===== src/rtl/logica_siguiente_estado_if.sv =====
// Elevator controller bus: buttons, floor sensor, state loop, outputs.
// master drives stimulus and the state register; slave is the controller.
interface logica_siguiente_estado_if #(
  parameter int N_PISOS = 4
);
  localparam int W = (N_PISOS > 1) ? $clog2(N_PISOS) : 1;

  logic [N_PISOS-1:0] boton;
  logic [W-1:0]       piso_actual;
  logic               en_piso;
  logic [1:0]         Q;
  logic [1:0]         D;
  logic               motor_sube;
  logic               motor_baja;
  logic               puerta;
  logic [N_PISOS-1:0] pendientes;

  modport master (
    output boton, piso_actual, en_piso, Q,
    input  D, motor_sube, motor_baja,
    input  puerta, pendientes
  );

  modport slave (
    input  boton, piso_actual, en_piso, Q,
    output D, motor_sube, motor_baja,
    output puerta, pendientes
  );
endinterface


===== src/rtl/logica_siguiente_estado.sv =====
// Elevator next-state logic: request latch, door timer, direction memory.
// Ports: clk, rst_n (sync, active-low), bus (slave); ASCENSOR_PARADA_EN adds parada.
module logica_siguiente_estado #(
  parameter int N_PISOS  = 4,
  parameter int T_PUERTA = 8
) (
  input  logic clk,
  input  logic rst_n,
`ifdef ASCENSOR_PARADA_EN
  input  logic parada,
`endif
  logica_siguiente_estado_if.slave bus
);
  typedef enum logic [1:0] {
    REPOSO   = 2'b00,
    SUBIENDO = 2'b01,
    BAJANDO  = 2'b10,
    PUERTA   = 2'b11
  } estado_t;

  localparam logic [7:0] T_FIN = 8'(T_PUERTA - 1);

  estado_t            q;
  estado_t            d_nxt;
  logic [N_PISOS-1:0] pend;
  logic [N_PISOS-1:0] pend_nxt;
  logic [7:0]         timer;
  logic [7:0]         timer_nxt;
  logic               ult_sube;
  logic               stop;
  logic               hay_arriba;
  logic               hay_abajo;
  logic               pend_aqui;
  logic               en_tope;
  logic               en_fondo;
  logic               boton_aqui;

  assign q = estado_t'(bus.Q);

`ifdef ASCENSOR_PARADA_EN
  assign stop = parada;
`else
  assign stop = 1'b0;
`endif

  assign pend_aqui  = pend[bus.piso_actual];
  assign boton_aqui = bus.boton[bus.piso_actual];
  assign en_tope    = int'(bus.piso_actual) == N_PISOS - 1;
  assign en_fondo   = bus.piso_actual == '0;

  always_comb begin
    hay_arriba = 1'b0;
    hay_abajo  = 1'b0;
    for (int i = 0; i < N_PISOS; i++) begin
      if (pend[i]) begin
        if (i > int'(bus.piso_actual))
          hay_arriba = 1'b1;
        if (i < int'(bus.piso_actual))
          hay_abajo = 1'b1;
      end
    end
  end

  always_comb begin
    d_nxt = REPOSO;
    if (rst_n && !stop) begin
      unique case (q)
        REPOSO: begin
          if (bus.en_piso) begin
            if (pend_aqui)
              d_nxt = PUERTA;
            else if (ult_sube) begin
              if (hay_arriba)
                d_nxt = SUBIENDO;
              else if (hay_abajo)
                d_nxt = BAJANDO;
            end else begin
              if (hay_abajo)
                d_nxt = BAJANDO;
              else if (hay_arriba)
                d_nxt = SUBIENDO;
            end
          end
        end
        SUBIENDO: begin
          d_nxt = SUBIENDO;
          if (bus.en_piso && (pend_aqui || en_tope))
            d_nxt = PUERTA;
        end
        BAJANDO: begin
          d_nxt = BAJANDO;
          if (bus.en_piso && (pend_aqui || en_fondo))
            d_nxt = PUERTA;
        end
        PUERTA: begin
          d_nxt = (timer == T_FIN) ? REPOSO : PUERTA;
        end
      endcase
    end
  end

  // Door clear is applied after the OR so it wins over a same-cycle press.
  always_comb begin
    pend_nxt = pend | bus.boton;
    if (q == PUERTA && bus.en_piso)
      pend_nxt[bus.piso_actual] = 1'b0;
  end

  always_comb begin
    timer_nxt = timer;
    if (q != PUERTA)
      timer_nxt = '0;
    else if (stop)
      timer_nxt = timer;
    else if (boton_aqui)
      timer_nxt = '0;
    else if (timer != T_FIN)
      timer_nxt = timer + 8'd1;
  end

  always_ff @(posedge clk) begin
    if (!rst_n) begin
      pend     <= '0;
      timer    <= '0;
      ult_sube <= 1'b1;
    end else begin
      pend  <= pend_nxt;
      timer <= timer_nxt;
      if (q == SUBIENDO)
        ult_sube <= 1'b1;
      else if (q == BAJANDO)
        ult_sube <= 1'b0;
    end
  end

  assign bus.D          = d_nxt;
  assign bus.motor_sube = q == SUBIENDO;
  assign bus.motor_baja = q == BAJANDO;
  assign bus.puerta     = q == PUERTA;
  assign bus.pendientes = pend;
endmodule


===== src/flat_wrapper.sv =====
// flat-port wrapper written by rule: the top's interface ports become plain ports
module logica_siguiente_estado_flat 
#(
  parameter int N_PISOS  = 4,
  parameter int T_PUERTA = 8
)
  (clk, rst_n, bus_boton, bus_piso_actual, bus_en_piso, bus_Q, bus_D, bus_motor_sube, bus_motor_baja, bus_puerta, bus_pendientes);
  logica_siguiente_estado_if #(.N_PISOS(N_PISOS)) bus_i ();
  input  logic clk;
  input  logic rst_n;
  input wire logic [$bits(bus_i.boton)-1:0] bus_boton;
  input wire logic [$bits(bus_i.piso_actual)-1:0] bus_piso_actual;
  input wire logic [$bits(bus_i.en_piso)-1:0] bus_en_piso;
  input wire logic [$bits(bus_i.Q)-1:0] bus_Q;
  output wire logic [$bits(bus_i.D)-1:0] bus_D;
  output wire logic [$bits(bus_i.motor_sube)-1:0] bus_motor_sube;
  output wire logic [$bits(bus_i.motor_baja)-1:0] bus_motor_baja;
  output wire logic [$bits(bus_i.puerta)-1:0] bus_puerta;
  output wire logic [$bits(bus_i.pendientes)-1:0] bus_pendientes;
  assign bus_i.boton = bus_boton;
  assign bus_i.piso_actual = bus_piso_actual;
  assign bus_i.en_piso = bus_en_piso;
  assign bus_i.Q = bus_Q;
  assign bus_D = bus_i.D;
  assign bus_motor_sube = bus_i.motor_sube;
  assign bus_motor_baja = bus_i.motor_baja;
  assign bus_puerta = bus_i.puerta;
  assign bus_pendientes = bus_i.pendientes;
  logica_siguiente_estado #(.N_PISOS(N_PISOS), .T_PUERTA(T_PUERTA)) u_core (.clk(clk), .rst_n(rst_n), .bus(bus_i));
endmodule

===== config.mk =====
export PLATFORM = sky130hd
export DESIGN_NAME = logica_siguiente_estado_flat
export DESIGN_NICKNAME = d
export VERILOG_FILES = /design/src/rtl/logica_siguiente_estado_if.sv /design/src/rtl/logica_siguiente_estado.sv /design/src/flat_wrapper.sv
export SDC_FILE = /design/constraint.sdc
export NUM_CORES = 1
export LEC_CHECK = 0
export CORE_MARGIN = 10
export CORE_UTILIZATION = 45
export DETAILED_ROUTE_END_ITERATION = 7
export PLACE_DENSITY = 0.85
export SLEW_MARGIN = 40
export SYNTH_ARGS = -nofsm -noshare
export SYNTH_HDL_FRONTEND = slang
export SYNTH_SLANG_ARGS = --single-unit

===== constraint.sdc =====
create_clock -name clk -period 2.9 [get_ports clk]
set_clock_uncertainty 0.05 [all_clocks]
set_input_delay 0.29 -clock clk [delete_from_list [all_inputs] [get_ports clk]]
set_output_delay 0.29 -clock clk [all_outputs]
set_load 0.05 [all_outputs]

======== Word level (Yosys, flattened, before mapping) ========
Index checks and enable logic that the tools add are counted.
storage, ports and cells
  bits in registers ....................... 13
  input bits .............................. 11
  output and inout bits ................... 9
  logic and storage cells ................. 64
operators by class
  add/subtract/negate cells ............... 1
  magnitude comparators ................... 8
  equal/unequal tests ..................... 7
  muxes and demuxes ....................... 31
  bitwise logic cells ..................... 4
  reduce and logical (&&, ||, !) cells .... 10
operator list
  kind                   number
  $mux W2                9
  $mux W1                17
  $add A8 B1 Y8 const B  1
  $eq A8 B3 Y1 const B   1
  $ne A8 B3 Y1 const B   1
  $pmux W2 S4            1
  $and A4 B4 Y4          1
  $bmux W1 S2            2
  $eq A2 B1 Y1 const B   2
  $eq A2 B2 Y1 const B   2
  $gt A2 B2 Y1 const A   2
  $logic_and A1 B1 Y1    4
  $logic_not A2 Y1       2
  $lt A1 B2 Y1 const A   2
  $mux W4                1
  $not A4 Y4             1
  $or A4 B4 Y4           1
  $lt A2 B3 Y1 const B   1
  $reduce_or A3 Y1       1
  $demux W1 S2           1
  $ge A2 B1 Y1 const B   1
  $gt A1 B2 Y1 const A   1
  $logic_or A1 B1 Y1     2
  $lt A2 B2 Y1 const A   1
  3 further kinds        3

======== Logic depth before layout (Yosys ltp) ========
Gate-level depths: netlist of run 1.
  depth after elaboration ................. 14
  depth in mapped cells ................... 5

======== Least setup slack after synthesis of run 1 ========
Ideal clock, no wire load.
  path type ............................... register to output
  start point ............................. register u_core.pend[1] (netlist: u_core.bus.pendientes[1])
  end point ............................... output port bus_D[1]
  arrival ................................. 2.411 ns
  path slack .............................. 0.149 ns
  stages on the path, launching flop included .. 5
  path buffers ............................ 0
  path through ............................ dfxtp_1 -> mux2i_1 -> a22o_2 -> o2bb2ai_1 -> a211oi_1
on the way
  longest elaborated chain between the ends .. 11
RTL lines
  what                    line                            text
  start, declared         logica_siguiente_estado.sv:25   logic [N_PISOS-1:0] pend;
  start signal, assigned  logica_siguiente_estado.sv:127  pend <= pend_nxt;
  $mux W1                 logica_siguiente_estado.sv:55   if (pend[i]) begin
  $mux W1                 logica_siguiente_estado.sv:56   if (i > int'(bus.piso_actual))
  $mux W1                 logica_siguiente_estado.sv:55
  $mux W1                 logica_siguiente_estado.sv:56
  $mux W1                 logica_siguiente_estado.sv:55
  $mux W2                 logica_siguiente_estado.sv:73   if (hay_arriba)
  $mux W2                 logica_siguiente_estado.sv:72   else if (ult_sube) begin
  $mux W2                 logica_siguiente_estado.sv:70   if (pend_aqui)
  $mux W2                 logica_siguiente_estado.sv:69   if (bus.en_piso) begin
  $pmux W2 S4 (*)         logica_siguiente_estado.sv:67   unique case (q)
  $mux W2 (*)             logica_siguiente_estado.sv:66   if (rst_n && !stop) begin
  end, declared           flat_wrapper.sv:15              output wire logic [$bits(bus_i.D)-1:0] bus_D;
Every way passes the cells marked *; elsewhere a longest branch is shown, timed or not. The select of a mux whose other input is x is not followed.

======== Worst setup path in the final report of run 1 ========
  start point ............................. input port bus_piso_actual[0]
  end point ............................... output port bus_D[0]
on the way
  longest elaborated chain between the ends .. 14
RTL lines
  what             line                           text
  start, declared  flat_wrapper.sv:12             input wire logic [$bits(bus_i.piso_actual)-1:0] bus_piso_actual;
  $gt A1 B2 Y1     logica_siguiente_estado.sv:56
  $mux W1          logica_siguiente_estado.sv:56
  $mux W1          logica_siguiente_estado.sv:55
  $mux W1          logica_siguiente_estado.sv:56
  $mux W1          logica_siguiente_estado.sv:55
  $mux W1          logica_siguiente_estado.sv:56
  $mux W1          logica_siguiente_estado.sv:55
  $mux W1          logica_siguiente_estado.sv:80  else if (hay_arriba)
  $mux W2          logica_siguiente_estado.sv:78  if (hay_abajo)
  $mux W2          logica_siguiente_estado.sv:72
  $mux W2          logica_siguiente_estado.sv:70
  $mux W2          logica_siguiente_estado.sv:69
  $pmux W2 S4 (*)  logica_siguiente_estado.sv:67
  $mux W2 (*)      logica_siguiente_estado.sv:66
Marked as above.

==> reports/summary.txt, run 1 <==
Worst-Skew Late Latency: 280 ps
Detailed Route Iter0 Violations: 6
Vias: 732
Final nets: 125
Worst EP arrival: 2200 ps
top cell type's share of synthesized area: 32.8%
DPL Wire Length: 1590 µm
CTS root buffer: clkbuf_4
Post-synth EDFFs: 0
synthesized flop and latch total: 13
Final Hold Viols: 0
# clock sinks: 13
Die W: 62.0 µm
Yosys Warn Count: 0
Via-to-Cell Ratio: 5.34
GPL Wtd Cong: 0.919
fmax: 0.394 GHz
per-cell routed wire length: 14.1 µm
row cnt: 15
Multi-input gate area: 499 µm²
max incr delay on CP: 720 ps
type of the worst min-delay path: flip-flop to flip-flop
max cap viols: 0
crit path time final: 2540 ps
largest net degree at the start of global routing: 12
DRT Pass-1 Iters: 4
# port buffers: 19
io pins: 20
die height: 62.0 µm
max-slew violation count: 0
Crit path buffers/inverters: 2
Max clock buf depth: 2
total gr overflow: 0
Syn Nets: 103
layout cells sized above 1: 10.7%
Synth cell types: 33
Setup violations, final: 0
sequential share of the synthesized area: 32.8%
Placed Area: 1010 µm²
Post-Syn Instances: 91
Power Total: 0.426 mW
CP Max Fanout: 11
Clock power frac: 26.1%
mapped cell area: 793 µm²
crit-path cells: clkdlybuf4s50_1 -> mux2i_1 -> mux2i_1 -> nor3_1 -> a2111oi_2 -> buf_12
Startpoint Class: input pin
antenna cells: 0
global-route wire length before repair: 3320 µm
CP top delay family: buffers and inverters
CP required: 2560 ps
Layout area overhead: 30.9%
static leakage: 0.400 nW
GRT Util Overall: 11.8%
final WL: 1930 µm
largest area contributor in the netlist: dfxtp_1
Starting Density: 46.4%
final worst-path setup slack: 364 ps
vias in the first global route: 777
slew at the pin with the worst max-slew slack: 522 ps
Critical-path top delay cell: clkdlybuf4s50_1
CTS H-Tree Depth: 1
setup TNS: 0 ps
CTS tree: built
Pint: 0.292 mW
Setup WS pre-CTS: 390 ps
Register Area: 260 µm²
clock slew at reported path FFs: 70 ps
Worst Hold Slack: 472 ps
hold_buf cts: 0
net switching power figure: 0.134 mW
top cells by area, synth: dfxtp_1 (33%), xor2_1 (5.5%), nor2_1 (5.2%)
initial antenna violation count: 0
post_cts resized: 0
RSZ-0062 raised after global routing: false
Routed Antenna Nets: 0
crit path kind: input pin to primary output
Max VDD drop: 0.256 mV
final worst-path cycle share: 87.4%
Crit. End Element: primary output
core area: 1710 µm²
number of setup buffers added after CTS: 0
sequential share of power: 45.4%
post-route cell area: 1040 µm²
cts bufs inserted: 3
slew margin rel.: 65.1%
Sw Share: 31.5%
commonest non-fill, non-tap cells in the layout: clkdlybuf4s50_1 (17), dfxtp_1 (13), nor2_1 (11)
main flop type after synthesis: dfxtp_1
most used cell, CP: mux2i_1
status: complete, no violations
Power Dens Cells: 410 nW/µm²
commonest non-fill, non-tap cell in the layout: clkdlybuf4s50_1
layout filler cell count: 155
DIE AREA: 3840 µm²
Gate power share: 28.5%
DRC Markers: 0
Async S/R FF share, synth: 0%
Syn Area/Cell: 8.72 µm²
==> flip-flops by register name, indices dropped and copies added (netlist names) <==
register	count
u_core.timer	8
u_core.ult_sube	1
u_core.bus.pendientes	4
==> worst paths after layout <==
kind	from	end	slack [ps]	depth (start not counted)
setup reg to reg	u_core.timer[0]	u_core.timer[0]	1120	5
setup / recovery	bus_piso_actual[0]	bus_D[0]	360	6
hold / removal	u_core.timer[1]	u_core.timer[1]	470	2
hold reg to reg	u_core.timer[1]	u_core.timer[1]	470	2
==> routing by layer <==
layer / GRT usage, % / share of wire [%] / vias up
li1: - / - / 373
met1: 10.7 / 37 / 338
met2: 21.1 / 52 / 17
met3: 5.49 / 8.6 / 4
met4: 6.69 / 2.4 / 0
met5: 0 / 0 / -
==> cell type report <==
type / count / area share [%]
multi-input cells: 73 / 48.1
well taps: 25 / 3.01
repair buffers: 19 / 20.2
inverters: 3 / 1.08
clock buffers: 4 / 2.53
flip-flops and latches: 13 / 25.1
==> cells in the mapped netlist (2+ instances only) <==
master,instances
a21oi_1,7
a31oi_1,2
and3_1,3
buf_6,2
dfxtp_1,13
inv_1,3
mux2i_1,3
nand2_1,3
nand2b_1,2
nand3_1,7
nor2_1,11
nor2b_1,2
nor3_1,3
nor3b_1,2
o21ai_0,5
xnor2_1,2
xor2_1,5
==> tightest hold or removal path, cell delays in order, from the launching register on <==
cell     delay (ps)
dfxtp_1         350
nand3_1          80
a21oi_1          50
==> cell families after synthesis <==
logic type | count (synthesis) | share of synthesized area (%)
fa+ha+maj | 1 | 1.58
compound gates | 22 | 18.3
simple gates | 39 | 28.7
buf+inv | 5 | 4.26
mux | 4 | 6.62
flops | 13 | 32.8
xor+xnor | 7 | 7.73
==> metrics by stage <==
step,cells,utilization [%]
2_1_floorplan,91,-
3_3_place_gp,133,59.3
3_5_place_dp,133,59.3
4_1_cts,137,60.8
5_1_grt,137,60.8
6_report,137,60.8
==> power by group through the flow <==
stage | sequential, mW | clock, mW | combinational (mW)
global route | 0.194 | 0.121 | 0.130
floorplan | 0.209 | 0 | 0.0606
CTS | 0.193 | 0.114 | 0.123
finish | 0.193 | 0.111 | 0.122
detailed placement | 0.197 | 0 | 0.122
global placement | 0.197 | 0 | 0.120
No activity file was read; power rests on OpenSTA's default activity.
==> run 2, diff against run 1 <==
--- a/config.mk
+++ b/config.mk
@@ -5,9 +5,10 @@
 export SDC_FILE = /design/constraint.sdc
 export NUM_CORES = 1
 export LEC_CHECK = 0
-export CORE_MARGIN = 10
+export CAP_MARGIN = 20
 export CORE_UTILIZATION = 45
 export DETAILED_ROUTE_END_ITERATION = 7
+export MAX_ROUTING_LAYER = met4
 export PLACE_DENSITY = 0.85
 export SLEW_MARGIN = 40
 export SYNTH_ARGS = -nofsm -noshare
==> run 2 against run 1 <==
Effect of this change: sequential share of layout area increased by 0.27 points; core utilization increased by 4.4 points; die area decreased by 50%; register-to-register slack got worse by 50 ps; count of clock-buffer cells in the layout unchanged; non-clock buffer count unchanged; final cell count decreased by 6.6%; largest power group unchanged; final area decreased by 1.1%; global-route usage increased by 9.0 points.
==> reports/summary.txt, run 2 (same netlist as run 1, synthesis figures left out) <==
Detailed Route Iter0 Violations: 7 (+1)
hold_buf cts: 0 (unchanged)
Gate power share: 28.2% (-0.3 points)
slew margin rel.: 66.1% (+0.96 points)
number of setup buffers added after CTS: 0 (unchanged)
CTS tree: built
final worst-path cycle share: 87.2% (-0.25 points)
Vias: 746 (+1.9%)
Worst Hold Slack: 472 ps (-0.0110 ps)
Power Total: 0.428 mW (+0.41%)
static leakage: 0.400 nW (unchanged)
DPL Wire Length: 1340 µm (-16%)
placed insts: 124 (-6.8%)
GPL Wtd Cong: 0.838 (-8.8%)
# port buffers: 19 (unchanged)
crit-path cells: clkdlybuf4s50_1 -> and2b_2 -> a22o_2 -> o2bb2ai_1 -> a211oi_1 -> buf_12
Layout area overhead: 29.5%
setup TNS: 0 ps (unchanged)
CP required: 2560 ps (about the same)
fmax: 0.395 GHz (+0.28%)
Worst-Skew Late Latency: 270 ps (about the same)
Routed Antenna Nets: 0 (unchanged)
Final nets: 125 (unchanged)
final WL: 1790 µm (-7.2%)
io pins: 20 (unchanged)
Starting Density: 50.3% (+3.9 points)
post_cts resized: 0 (unchanged)
Crit. End Element: primary output
largest net degree at the start of global routing: 12 (unchanged)
crit path kind: input pin to primary output
GRT Util Overall: 20.7% (+9.0 points)
Critical Path Source: bus_piso_actual[0]
Pint: 0.292 mW (about the same)
global-route wire length before repair: 2840 µm (-15%)
Clock power frac: 26.6% (+0.5 points)
Sw Share: 31.8% (+0.34 points)
RSZ-0062 raised after global routing: false
DIE AREA: 1930 µm² (-50%)
Max VDD drop: 0.208 mV (-19%)
cts bufs inserted: 3 (unchanged)
# clock sinks: 13 (unchanged)
Max clock buf depth: 2 (unchanged)
Worst EP arrival: 2190 ps (about the same)
commonest non-fill, non-tap cell in the layout: clkdlybuf4s50_1
fin cells: 128 (-6.6%)
Startpoint Class: input pin
max incr delay on CP: 730 ps (about the same)
sequential share of power: 45.2% (-0.2 points)
commonest non-fill, non-tap cells in the layout: clkdlybuf4s50_1 (17), dfxtp_1 (13), nor2_1 (11)
Worst Reg-to-Reg Cells: 5 (unchanged)
layout cells sized above 1: 10.7% (unchanged)
met1 Usage GRT: 23.9% (+13 points)
core area: 1580 µm² (-7.7%)
r2r endpoint: u_core.timer[0]
vias in the first global route: 658 (-15%)
post-route cell area: 1030 µm² (-1.1%)
crit path time final: 2530 ps (-7.16 ps)
Critical-path top delay cell: clkdlybuf4s50_1
M3 GR Usage: 2.92% (-2.6 points)
CTS H-Tree Depth: 1 (unchanged)
CTS root buffer: clkbuf_4
clock slew at reported path FFs: 80 ps (about the same)
total gr overflow: 0 (unchanged)
Power Dens Cells: 417 nW/µm² (+1.5%)
status: complete, no violations
slew at the pin with the worst max-slew slack: 502 ps (-19.8 ps)
most flop-heavy register: u_core.timer
CP Capture Point: bus_D[1]
type of the worst min-delay path: flip-flop to flip-flop
worst reg2reg setup slack: 1070 ps (-50 ps)
antenna cells: 0 (unchanged)
met2 usage: 33.7% (+13 points)
DRT Pass-1 Iters: 2 (-2)
net switching power figure: 0.136 mW (+1.5%)
Via-to-Cell Ratio: 5.83 (+9.1%)
Setup violations, final: 0 (unchanged)
CP Max Fanout: 11 (unchanged)
per-cell routed wire length: 14.0 µm (-0.67%)
initial antenna violation count: 0 (unchanged)
Die W: 44.0 µm (-29%)
Final Hold Viols: 0 (unchanged)
busiest grt layer: met2
DRC Markers: 0 (unchanged)
Placed Area: 1000 µm² (-1.1%)
FF-to-FF Start: u_core.timer[0]
max cap viols: 0 (unchanged)
max reg flops: 8 (unchanged)
row cnt: 14 (-1)
die height: 44.0 µm (-29%)
max-slew violation count: 0 (unchanged)
[run 2: metrics by stage]
step	setup slack [ps]	utilization, %
after global routing	280	65.2
after global placement	388	63.5
after CTS	377	65.2
final	372	65.2
after detailed placement	413	63.5
after floorplan	149	-
[run 2: cell type report]
type | instances | area (µm²)
flip-flops and latches | 13 | 260
well taps | 16 | 20.0
inverters | 3 | 11.3
clock buffers | 4 | 26.3
multi-input cells | 73 | 499
repair buffers | 19 | 210
fillers | 144 | 549
[run 2: critical path: cells and delay by family]
family / cells / cell delay (ps)
buf+inv: 2 / 920
simple gates: 1 / 290
compound gates: 3 / 680
[run 2: how the worst min path moves through the flow]
stage,start,to,cells after the start
5_1_grt,u_core.timer[7],u_core.timer[7],2
4_1_cts,u_core.timer[1],u_core.timer[1],2
3_3_place_gp,u_core.timer[7],u_core.timer[7],2
2_1_floorplan,rst_n,u_core.ult_sube,1
3_5_place_dp,u_core.timer[7],u_core.timer[7],2
6_report,u_core.timer[1],u_core.timer[1],2
[run 2: power by group through the flow]
stage / Clock, mW / Sequential [mW] / Combinational [mW]
global route: 0.124 / 0.194 / 0.128
detailed placement: 0 / 0.197 / 0.120
CTS: 0.116 / 0.193 / 0.121
finish: 0.114 / 0.193 / 0.121
floorplan: 0 / 0.209 / 0.0606
global placement: 0 / 0.197 / 0.119
[run 2: per-layer routing]
metal / vias to the layer above / wire [µm]
li1: 372 / -
met1: 348 / 809
met2: 18 / 881
met3: 8 / 62
met4: 0 / 40
met5: - / 0
==> run 3, diff against run 2 <==
--- a/config.mk
+++ b/config.mk
@@ -8,6 +8,7 @@
 export CAP_MARGIN = 20
 export CORE_UTILIZATION = 45
 export DETAILED_ROUTE_END_ITERATION = 7
+export GPL_TIMING_DRIVEN = 1
 export MAX_ROUTING_LAYER = met4
 export PLACE_DENSITY = 0.85
 export SLEW_MARGIN = 40
==> results of run 3 <==
The final DEF is identical to that of run 2; final timing and power are the same.
